File: src/rtl/sqrt_controller.sv
//------------------------------------------------------------------------------
// sqrt_controller
//
// Sequencing FSM for the single/double-precision square-root datapath.
//
// A start request in IDLE produces a combinational load pulse to the input
// wrapper's operand registers. It also latches the operand type and flags.
// Normal operands (run=1) go through INIT and then ITER. ITER lasts for a
// type-dependent number of digit-recurrence iterations. After ITER the FSM
// passes through WB, which loads the result register. Special operands
// (run=0) take the one-cycle SPECIAL bypass instead. The result register
// then loads from the special-value path. In both cases the FSM parks in HOLD
// and presents valid until the consumer takes the result with out_ready.
//
// Parameters
//    DP_ITER      core iterations for double precision (in_type=1)
//    SP_ITER      core iterations for single precision (in_type=0)
//    CNT_W        iteration counter width, 2**CNT_W > max(DP_ITER, SP_ITER)
//
// Ports
//    clk          clock
//    rst          synchronous active-high reset
//    start        request a new operation (sampled in IDLE only)
//    run          1 = normal positive operand, use the core
//    in_type      0 = single, 1 = double
//    in_flags     wrapper class code (000 denormal, 001 zero, 010 inf,
//                 011 nan, 100 normal, 111 sign error)
//    out_ready    downstream accepts the result
//    abort        cancel the operation in flight (optional feature)
//    ld_reg       load pulse to the wrapper operand registers (Mealy)
//    iter_init    core initialise
//    iter_en      core performs one iteration this cycle
//    iter_count   remaining iterations minus one
//    special_sel  result mux selects the special-value path
//    ld_result    load the result register
//    result_type  latched in_type of the current operation
//    result_flags latched in_flags of the current operation
//    busy         controller not in IDLE
//    valid        result available
//    aborted      one-cycle pulse: operation cancelled
//
// Optional feature macro: SQRT_CTRL_ABORT_EN
//    Defined:   abort in INIT, ITER or WB returns the FSM to IDLE and pulses
//               aborted in the same cycle. No result is loaded or presented.
//    Undefined: abort is ignored and aborted is tied low.
//------------------------------------------------------------------------------
module sqrt_controller #(
   parameter int DP_ITER = 53,
   parameter int SP_ITER = 24,
   parameter int CNT_W   = 6
) (
   input  logic             clk,
   input  logic             rst,
   input  logic             start,
   input  logic             run,
   input  logic             in_type,
   input  logic [2:0]       in_flags,
   input  logic             out_ready,
   input  logic             abort,
   output logic             ld_reg,
   output logic             iter_init,
   output logic             iter_en,
   output logic [CNT_W-1:0] iter_count,
   output logic             special_sel,
   output logic             ld_result,
   output logic             result_type,
   output logic [2:0]       result_flags,
   output logic             busy,
   output logic             valid,
   output logic             aborted
);

   typedef enum logic [2:0] {
      S_IDLE    = 3'd0,
      S_INIT    = 3'd1,
      S_ITER    = 3'd2,
      S_WB      = 3'd3,
      S_SPECIAL = 3'd4,
      S_HOLD    = 3'd5
   } state_t;

   // The counter is loaded with N-1 and runs down to 0 inclusive. This gives
   // exactly N ITER cycles.
   localparam logic [CNT_W-1:0] DP_LOAD = CNT_W'(DP_ITER - 1);
   localparam logic [CNT_W-1:0] SP_LOAD = CNT_W'(SP_ITER - 1);

   state_t           state_reg;
   state_t           state_next;
   logic [CNT_W-1:0] cnt_reg;
   logic [CNT_W-1:0] cnt_next;
   logic             result_type_reg;
   logic [2:0]       result_flags_reg;
   logic             accept_start;
   logic             abort_hit;

   // A start counts only in IDLE. Reset masks the request so that no load
   // pulse escapes while the controller is being cleared.
   assign accept_start = (state_reg == S_IDLE) && start && !rst;

   //---------------------------------------------------------------------------
   // State, counter and operation-attribute registers
   //---------------------------------------------------------------------------
   always_ff @(posedge clk) begin
      if (rst) begin
         state_reg        <= S_IDLE;
         cnt_reg          <= '0;
         result_type_reg  <= 1'b0;
         result_flags_reg <= 3'b000;
      end else begin
         state_reg <= state_next;
         cnt_reg   <= cnt_next;
         // The attributes stay frozen from the IDLE-exit edge until the next
         // accepted start. Downstream logic can therefore read them while the
         // result is held.
         if (accept_start) begin
            result_type_reg  <= in_type;
            result_flags_reg <= in_flags;
         end
      end
   end

   //---------------------------------------------------------------------------
   // Next-state and counter logic
   //---------------------------------------------------------------------------
   always_comb begin
      state_next = state_reg;
      cnt_next   = cnt_reg;
      abort_hit  = 1'b0;

      case (state_reg)
         S_IDLE: begin
            if (accept_start) begin
               state_next = run ? S_INIT : S_SPECIAL;
            end
         end

         S_INIT: begin
            // Use the latched type, not the live input. The wrapper may
            // already show the next operand.
            cnt_next   = result_type_reg ? DP_LOAD : SP_LOAD;
            state_next = S_ITER;
         end

         S_ITER: begin
            if (cnt_reg == '0) begin
               // The last iteration is running now. The counter holds at 0
               // instead of wrapping.
               state_next = S_WB;
            end else begin
               cnt_next = cnt_reg - 1'b1;
            end
         end

         S_WB: begin
            state_next = S_HOLD;
         end

         S_SPECIAL: begin
            state_next = S_HOLD;
         end

         S_HOLD: begin
            // start is deliberately not looked at here. A request that
            // coincides with the handshake must be presented again in IDLE.
            if (out_ready) begin
               state_next = S_IDLE;
            end
         end

         default: begin
            state_next = S_IDLE;
         end
      endcase

`ifdef SQRT_CTRL_ABORT_EN
      // Cancellation is possible only before the result register is written.
      // SPECIAL and HOLD ignore abort.
      if (abort && !rst &&
          ((state_reg == S_INIT) || (state_reg == S_ITER) || (state_reg == S_WB))) begin
         state_next = S_IDLE;
         abort_hit  = 1'b1;
      end
`endif
   end

   //---------------------------------------------------------------------------
   // Outputs: Moore decodes of the registered state, except ld_reg
   //---------------------------------------------------------------------------
   assign ld_reg       = accept_start;
   assign iter_init    = (state_reg == S_INIT);
   assign iter_en      = (state_reg == S_ITER);
   assign iter_count   = cnt_reg;
   assign special_sel  = (state_reg == S_SPECIAL);
   assign ld_result    = (state_reg == S_WB) || (state_reg == S_SPECIAL);
   assign valid        = (state_reg == S_HOLD);
   assign busy         = (state_reg != S_IDLE);
   assign result_type  = result_type_reg;
   assign result_flags = result_flags_reg;

`ifdef SQRT_CTRL_ABORT_EN
   assign aborted = abort_hit;
`else
   // Without the cancel feature the input has no effect. It stays on the port
   // list so that both builds share one interface.
   assign aborted = abort & abort_hit;
`endif

endmodule

File: config.mk
export PLATFORM = sky130hd
export DESIGN_NAME = sqrt_controller
export DESIGN_NICKNAME = d
export VERILOG_FILES = /design/src/rtl/sqrt_controller.sv
export SDC_FILE = /design/constraint.sdc
export NUM_CORES = 1
export LEC_CHECK = 0
export BUFFER_PORTS_ARGS = -buffer_cell sky130_fd_sc_hd__buf_4
export CORE_ASPECT_RATIO = 0.8
export CORE_MARGIN = 1
export CORE_UTILIZATION = 45
export CTS_CLUSTER_DIAMETER = 60
export DETAILED_ROUTE_END_ITERATION = 7
export GPL_TIMING_DRIVEN = 0
export PLACE_DENSITY = 0.79
export SLEW_MARGIN = 10
export SYNTH_ARGS = -nofsm -noshare
export SYNTH_HDL_FRONTEND = slang
export SYNTH_SLANG_ARGS = --single-unit
export TNS_END_PERCENT = 100
File: constraint.sdc
create_clock -name clk -period 2.05 [get_ports clk]
set_input_delay 0 -clock clk [delete_from_list [all_inputs] [get_ports clk]]
set_output_delay 0 -clock clk [all_outputs]
set_load 0.03 [all_outputs]
==> run_results.csv, run 1 <==
group,metric,value,unit
status,status,"finished clean",
logic_synthesis,synth_top_area_share,34.32,%
routing,avgRoutedWirePerCell,12.07,um
logic_synthesis,syn_nets,96,
sta,finalMaxSlewViolations,0,
layout,largest_register_ffs,6,
clocking,path_clk_slew,80,ps
routing,ant_nets,0,
sta,setup_viol,0,
clocking,cts.sinks,13,
worst_setup_path,arrival,1870,ps
worst_setup_path,r2r_cells,7,
floorplan,ios,28,
routing,drtIter0Drc,13,
layout,syn2layout_area_growth,38.28,%
floorplan,die_area,0.001854,sq mm
sta,fin_skew,1.476,ps
logic_synthesis,ys_types,39,
sta,finalCriticalPeriod,1725,ps
sta,finalHoldViolCount,0,
place,pre_cts_slack,361.8,ps
hold_path,min_from,"run",
global_routing,grt_usage,23.06,%
pwr,seq_power_share,24.4,%
worst_setup_path,startpoint_type,"flop",
clocking,cts-root-buf,"clkbuf_4",
pwr,p_leak,0.4758,nW
routing,viasPerCell,5.108,
logic_synthesis,async_flop_share,0,%
global_routing,antenna_found_initial,0,
worst_setup_path,worst-endpoint-required,2190,ps
floorplan,start_util,51.53,%
pwr,ir_drop,0.8771,mV
logic_synthesis,syn_area,758.2,sq um
logic_synthesis,ys_seq_elements,13,
hold_path,hold_depth,3,
sta,worst_pin_slew,488.3,ps
worst_setup_path,crit_path_end_kind,"flop",
sta,rsz0062_at_grt,"false",
sta,slew_headroom,66.99,%
global_routing,overflow,0,
logic_synthesis,synth-main-ff-cell,"dfxtp_1",
routing,vias,710,
logic_synthesis,ys_warn_count,0,
clocking,clk_latency,260,ps
layout,final_nets,131,
job,maxCapViolCount,0,
sta,fin_crit_sh,84.13,%
logic_synthesis,synth-edff-count,0,
floorplan,core_area,0.001471,sq mm
logic_synthesis,synth.area.top_cells,"dfxtp_1 34%, mux2i_1 6.6%, nor2_1 4.5%, inv_1 3.5%, ha_1 3.3%",
global_routing,grt_max_degree,11,
pwr,combPwrFrac,67.2,%
place,io_buffers,25,
layout,diodes,0,
sta,fmax,579.8,MHz
routing,drc_errors,0,
pwr,clockPowerShare,8.4,%
floorplan,die_h,38.72,um
hold_path,hp-class,"input pin to flop",
logic_synthesis,syn_inst,84,
clocking,post_cts_buffers,0,
pwr,power_density,1728,mW/mm^2
floorplan,die_w,47.90,um
pwr,p_switching,892.5,uW
worst_setup_path,reg2reg_to,"iter_count[0]",
logic_synthesis,yosysTopAreaCell,"dfxtp_1",
routing,wl,1.678,mm
worst_setup_path,critPathKind,"flop to flop",
clocking,cts_max_level,1,
global_routing,grt_pass1_vias,681,
logic_synthesis,yosysSeqAreaShare,34.32,%
clocking,cts_made_buffers,3,
place,hpwl,1.257,mm
layout,drive_gt1_share,33.05,%
sta,fin_tns_setup,0,ps
pwr,swShare,49.27,%
worst_setup_path,cp_max_fo,10,
worst_setup_path,r2r_slack,330,ps
clocking,cts_tree,"yes",
worst_setup_path,r2r_start,"state_reg[2]",
place,gp_congestion,0.7959,
global_routing,grt_pass1_wl,2.918,mm
hold_path,whs_endpoint,"state_reg[2]",
sta,timing.final.ws_setup,325.4,ps
pwr,internal_power,919.0,uW
floorplan,rows,12,
clocking,clock_path_buffers,2,
logic_synthesis,avgSynthCellArea,9.027,sq um
routing,firstDrtPassIters,5,
-- cell usage in the layout, fill, tap and decap left out, types with 2 or more instances in the layout --
cell type,n
nor3_1,4
a221oi_1,2
xor2_1,2
clkbuf_1,3
a21o_1,2
dfxtp_1,13
nor2_1,9
a21oi_1,4
inv_1,7
mux2i_1,5
ha_1,2
o211ai_1,2
clkbuf_4,3
buf_2,3
dlygate4sd3_1,5
nand2b_1,2
buf_4,26
-- cells by family after synthesis --
kind of cell	after synthesis	synth area share [%]
simple gates	25	22.11
compound gates	22	21.95
other cells	1	0.4946
flops	13	34.32
fa+ha+maj	2	3.300
buf+inv	14	8.912
mux	5	6.601
xor+xnor	2	2.311
-- repair_timing --
action,in CTS,in global routing
hold buffers,5,0
resized for setup,0,0
endpoints found under the hold margin,5,0
-- routing by layer --
metal | part of all wire (%) | track usage (%) | routed length, um
met1 | 49 | 30.59 | 824
met2 | 46 | 36.82 | 768
met3 | 4.2 | 2.804 | 70
met4 | 0.83 | 10.42 | 14
met5 | 0 | 0 | 0
-- cell usage after synthesis, types with 2 or more instances --
master and number:
a21o_1 2, a21oi_1 4, a221oi_1 2, buf_2 3, clkbuf_1 2, dfxtp_1 13, ha_1 2, inv_1 7
mux2i_1 5, nand2b_1 2, nor2_1 9, nor3_1 4, o211ai_1 2, xor2_1 2
-- how the worst max path moves through the flow --
stage	from	to	slack, ps	cells past startpoint
finish	state_reg[2]	iter_count[0]	330	7
global route	state_reg[2]	iter_count[0]	220	7
CTS	state_reg[2]	iter_count[0]	350	7
detailed placement	state_reg[2]	iter_count[0]	360	7
global placement	state_reg[2]	iter_count[0]	370	7
floorplan	state_reg[1]	iter_count[5]	370	5
-- worst max-delay path: stages, from the launching register on --
cell and delay (ps):
dfxtp_1 300, buf_2 210, nor2b_1 90, nand2b_1 230, inv_1 160, o32a_1 370
a22oi_1 180, nor2_1 60
-- layout make-up --
cell class              count  area [sq um]
plain buffers               7         41.29
clock buffers               4         26.28
fillers                   133         422.9
inverters                   7         26.28
multi-input cells          57         430.4
flip-flops and latches     13         260.3
well taps                  21         26.28
repair buffers             30         237.7
-- per-stage QoR --
stage / instance area, sq um / hold WS (ps) / total power [mW] / utilization, % / cells
2_1_floorplan: 758.2 / 79.31 / 1.318 / - / 84
4_1_cts: 1049 / 34.25 / 1.821 / 71.26 / 139
6_report: 1049 / 40.95 / 1.812 / 71.26 / 139
3_3_place_gp: 972.2 / 193.0 / 1.630 / 66.07 / 130
3_5_place_dp: 972.2 / 193.9 / 1.653 / 66.07 / 130
5_1_grt: 1049 / 34.09 / 1.957 / 71.26 / 139
-- power groups by stage --
stage / Sequential (mW) / Clock, mW / Combinational [mW]
after floorplan: 0.558 / 0 / 0.760
after global placement: 0.440 / 0 / 1.19
after detailed placement: 0.448 / 0 / 1.20
after CTS: 0.443 / 0.162 / 1.22
after global routing: 0.460 / 0.172 / 1.32
final: 0.442 / 0.152 / 1.22
Power figures use the tool's default switching activity.
==> run 2: changes to the inputs <==
Settings changed: CORE_UTILIZATION 45 to 42, PLACE_DENSITY 0.79 to 0.77.
Clock period 2.05 ns to 1.5 ns, I/O delays scaled along.
==> run 2 against run 1 <==
Net effect:
- clock power up 45%
- largest cell class unchanged
- count of clock-buffer cells in the layout unchanged
- the flow now finishes with violations (setup timing)
- critical endpoint is now iter_count[5]
- highest routed layer unchanged
- flip-flop and latch count unchanged
==> run_results.csv, run 2 (same netlist as run 1, synthesis figures left out) <==
group,metric,value,unit
clocking,cts_max_level,1,
pwr,ir_drop,1.159,mV
layout,final_nets,135,
floorplan,die_w,49.51,um
floorplan,start_util,45.70,%
worst_setup_path,cp.depth,5,
place,io_buffers,25,
sta,finalCriticalPeriod,1563,ps
layout,largest_register_ffs,6,
routing,avgRoutedWirePerCell,13.25,um
routing,ant_nets,0,
layout,mostFrequentLayoutCell,"buf_4",
status,status,"complete, but fails checks",
sta,fin_crit_sh,104.2,%
clocking,cts.sinks,13,
place,place_area,0.001005,sq mm
sta,fmax,639.8,MHz
worst_setup_path,crit_path_end_kind,"flop",
clocking,cts-root-buf,"clkbuf_4",
layout,diodes,0,
routing,firstDrtPassIters,4,
worst_setup_path,critical-path-max-stage-delay,370,ps
routing,drtIter0Drc,20,
status,violations,"setup timing",
worst_setup_path,path_buf_inv,1,
sta,rsz0062_at_grt,"true",
global_routing,grt_usage,21.45,%
global_routing,grt_pass1_wl,3.029,mm
pwr,power_density,2434,mW/mm^2
worst_setup_path,crit_chain,"or3_1 -> buf_6 -> nor4b_4 -> mux2i_1 -> a211oi_2",
place,pre_cts_slack,-99.81,ps
sta,finalMaxSlewViolations,0,
global_routing,grt_pass1_vias,687,
global_routing,grt_max_degree,11,
layout,num-fill-cells,142,
worst_setup_path,startpoint_type,"flop",
place,gp_congestion,0.7925,
sta,setup_viol,4,
worst_setup_path,worst-endpoint-required,1650,ps
routing,viasPerCell,5.361,
sta,fin_skew,1.364,ps
worst_setup_path,critPathKind,"flop to flop",
worst_setup_path,critical_path.top_delay_family,"simple AND/OR/NAND/NOR gates",
layout,fin_area,0.001124,sq mm
layout,most-common-layout-cells,"30 x buf_4, 9 x nor2_1, 6 x dfxtp_1",
pwr,total_power,2.734,mW
clocking,cts_made_buffers,3,
pwr,p_leak,0.5057,nW
global_routing,antenna_found_initial,0,
worst_setup_path,cp_slowest_cell,"or3_1",
floorplan,die_area,0.001980,sq mm
place,hpwl,1.284,mm
layout,drive_gt1_share,45.08,%
floorplan,rows,13,
hold_path,hp-class,"input pin to flop",
floorplan,ios,28,
floorplan,die_h,40,um
clocking,clk_latency,280,ps
clocking,path_clk_slew,80,ps
routing,drc_errors,0,
worst_setup_path,r2r_cells,5,
sta,fin_tns_setup,-140.4,ps
floorplan,core_area,0.001659,sq mm
sta,finalHoldViolCount,0,
sta,timing.final.ws_setup,-62.88,ps
worst_setup_path,cp_max_fo,6,
routing,vias,772,
routing,wl,1.908,mm
layout,syn2layout_area_growth,48.19,%
worst_setup_path,arrival,1720,ps
clocking,cts_tree,"yes",
global_routing,overflow,0,
clocking,clock_path_buffers,2,
hold_path,hold_depth,3,
job,maxCapViolCount,0,
run 2: stage by stage:
| stage | hold slack, ps | utilization [%] | cells |
|---|---|---|---|
| finish | 16.64 | 67.72 | 144 |
| global route | 29.37 | 67.72 | 144 |
| CTS | 27.78 | 66.67 | 142 |
| detailed placement | 186.0 | 60.56 | 131 |
| global placement | 186.4 | 60.56 | 131 |
| floorplan | 71.84 | - | 84 |
run 2: final timing paths:
path | from | endpoint | slack [ps]
worst max-delay path | iter_count[2] | iter_count[5] | -60
worst max register to register | iter_count[2] | iter_count[5] | -60
worst min register to register | result_flags[2] | result_flags[2] | 500
worst min-delay path | run | state_reg[2] | 20
run 2: timing repair:
item	in CTS	in global routing
pin swaps	3	2
endpoints found under the setup margin	4	10
hold endpoints to repair	5	0
buffers inserted	2	2
hold buffers	5	0
cloned	0	1
gates resized for setup	2	2
run 2: layer usage:
metal  track usage, %  vias up  routed length (um)
li1                 -      377                   -
met5                0        -                   0
met3            4.924        5                  92
met2            35.96       22                 883
met4            10.71        0                  38
met1            26.86      368                 892
run 2: worst register-to-register path, cell delays in order, from the launching register on:
cell and delay (ps):
dfxtp_4 350, or3_1 370, buf_6 140, nor4b_4 220, mux2i_1 260, a211oi_2 100
run 2: power breakdown:
| part | internal, mW | switching [mW] | total, mW |
|---|---|---|---|
| combinational | 0.830 | 1.05 | 1.88 |
| clock | 0.103 | 0.116 | 0.220 |
| sequential | 0.501 | 0.130 | 0.631 |
| total | 1.43 | 1.30 | 2.73 |
run 2: cell type report:
type | instances | area (sq um) | area share (%)
Timing Repair Buffer | 35 | 272.8 | 24.28
Inverter | 7 | 26.28 | 2.339
Tap cell | 22 | 27.53 | 2.450
Multi-Input combinational cell | 57 | 440.4 | 39.20
Buffer | 6 | 56.30 | 5.011
Sequential cell | 13 | 274.0 | 24.39
Clock buffer | 4 | 26.28 | 2.339
==> run 3: changes to the inputs <==
Settings changed: CORE_UTILIZATION 42 to 45, PLACE_DENSITY 0.77 to 0.79.
Clock period 1.5 ns to 1.76 ns, I/O delays scaled along.
==> run 3 against run 2 <==
Net effect:
- the flow now finishes without violations
- register-to-register slack better by 170 ps
- combinational power shrank 24%
- first-iteration DRC count is 30% lower
- sequential share of layout area grew 0.26 points
- routed wire length shrank 11%
- non-clock buffer count down 3
- sequential power down 18%
- fmax down 5.3%
- critical path depth is 2 higher
- count of clock-buffer cells in the layout unchanged
- die area decreased by 6.4%
- critical endpoint is now iter_count[0]
- largest cell class unchanged
- highest routed layer unchanged
==> run_results.csv, run 3 (same netlist as run 1, synthesis figures left out) <==
group,metric,value,unit
worst_setup_path,cp_max_fo,10,
place,gp_congestion,0.7959,
layout,largest_register_ffs,6,
layout,final_nets,132,
routing,vias,719,
sta,fin_crit_sh,93.81,%
floorplan,die_w,47.90,um
worst_setup_path,reg2reg_to,"iter_count[0]",
global_routing,grt_pass1_vias,681,
floorplan,die_area,0.001854,sq mm
pwr,power_density,2019,mW/mm^2
layout,drive_gt1_share,33.61,%
global_routing,grt_max_degree,11,
worst_setup_path,path_buf_inv,2,
worst_setup_path,crit_chain,"buf_2 -> nor2b_1 -> nand2b_1 -> inv_1 -> o32a_1 -> a22oi_1 -> nor2_1",
sta,finalMaxSlewViolations,0,
worst_setup_path,critPathKind,"flop to flop",
routing,ant_nets,0,
clocking,cts_made_buffers,3,
status,status,"finished clean",
floorplan,ios,28,
sta,finalCriticalPeriod,1651,ps
clocking,cts.sinks,13,
floorplan,rows,12,
sta,fin_skew,2.919,ps
place,pre_cts_slack,71.77,ps
pwr,ir_drop,1.022,mV
global_routing,antenna_found_initial,0,
routing,drtIter0Drc,14,
pwr,p_leak,0.4802,nW
routing,viasPerCell,5.136,
clocking,clk_latency,270,ps
clocking,cts_max_level,1,
layout,mostFrequentLayoutCell,"buf_4",
floorplan,core_area,0.001471,sq mm
worst_setup_path,r2r_slack,110,ps
routing,wl,1.703,mm
place,hpwl,1.257,mm
hold_path,hp-class,"input pin to flop",
sta,setup_viol,0,
sta,fmax,605.7,MHz
global_routing,grt_pass1_wl,2.918,mm
routing,avgRoutedWirePerCell,12.16,um
clocking,clock_path_buffers,2,
layout,syn2layout_area_growth,39.27,%
clocking,path_clk_slew,80,ps
layout,most-common-layout-cells,"27 x buf_4, 13 x dfxtp_1, 9 x nor2_1",
layout,fin_area,0.001056,sq mm
worst_setup_path,r2r_start,"state_reg[2]",
routing,drc_errors,0,
job,maxCapViolCount,0,
sta,timing.final.ws_setup,108.9,ps
hold_path,min_from,"run",
pwr,total_power,2.132,mW
floorplan,start_util,51.53,%
worst_setup_path,cp_slowest_cell,"o32a_1",
worst_setup_path,startpoint_type,"flop",
layout,post-route-util,71.77,%
sta,slew_headroom,67.28,%
worst_setup_path,crit_path_end_kind,"flop",
place,place_area,972.2,sq um
layout,diodes,0,
hold_path,hold_depth,3,
global_routing,grt_usage,23.06,%
worst_setup_path,r2r_cells,7,
worst_setup_path,arrival,1800,ps
clocking,cts-root-buf,"clkbuf_4",
clocking,cts_tree,"yes",
floorplan,die_h,38.72,um
routing,firstDrtPassIters,4,
sta,finalHoldViolCount,0,
hold_path,whs_endpoint,"state_reg[2]",
global_routing,overflow,0,
worst_setup_path,critical_path.top_delay_family,"compound AO/OA/AOI/OAI gates",
worst_setup_path,worst-endpoint-required,1910,ps
sta,worst_pin_slew,484.0,ps
worst_setup_path,critical-path-max-stage-delay,360,ps
sta,whs,34.13,ps
place,io_buffers,25,
run 3: tightest hold or removal path: cells and delay by family:
kind	cells	cell delay [ps]
buffers and inverters	1	80
AO/OA/AOI/OAI	2	170
run 3: stage by stage:
stage          cells  setup TNS (ps)
6_report         140               0
5_1_grt          140          -3.110
4_1_cts          139               0
3_5_place_dp     130               0
3_3_place_gp     130               0
2_1_floorplan     84               0
run 3: where the power goes:
part           switching [mW]  internal, mW  leakage [nW]
registers               0.112         0.404         0.107
clock network          0.0949        0.0878        0.0150
logic                   0.841         0.592         0.358
run 3: cell type report:
cell class                      count  area [sq um]
Multi-Input combinational cell     57         430.4
Fill cell                         133         415.4
Sequential cell                    13         260.3
Timing Repair Buffer               31         245.2
Buffer                              7         41.29
Clock buffer                        4         26.28
Inverter                            7         26.28
Tap cell                           21         26.28
run 3: per-layer routing:
metal	wire [um]	GRT usage (%)
met1	856	30.59
met4	29	10.42
met3	57	2.804
met2	759	36.82
met5	0	0
run 3: worst max-delay path by stage:
stage	from	endpoint	slack, ps	cells past startpoint
detailed placement	state_reg[2]	iter_count[0]	70	7
global placement	state_reg[2]	iter_count[0]	80	7
CTS	state_reg[2]	iter_count[0]	60	7
floorplan	state_reg[1]	iter_count[5]	80	5
global route	state_reg[2]	iter_count[0]	-3	7
finish	state_reg[2]	iter_count[0]	110	7
run 3: timing repair:
item                                   4_1_cts  5_1_grt
setup endpoints to repair                    0        1
gates resized for setup                      0        0
hold buffers                                 5        0
endpoints found under the hold margin        5        0
setup buffers                                0        1
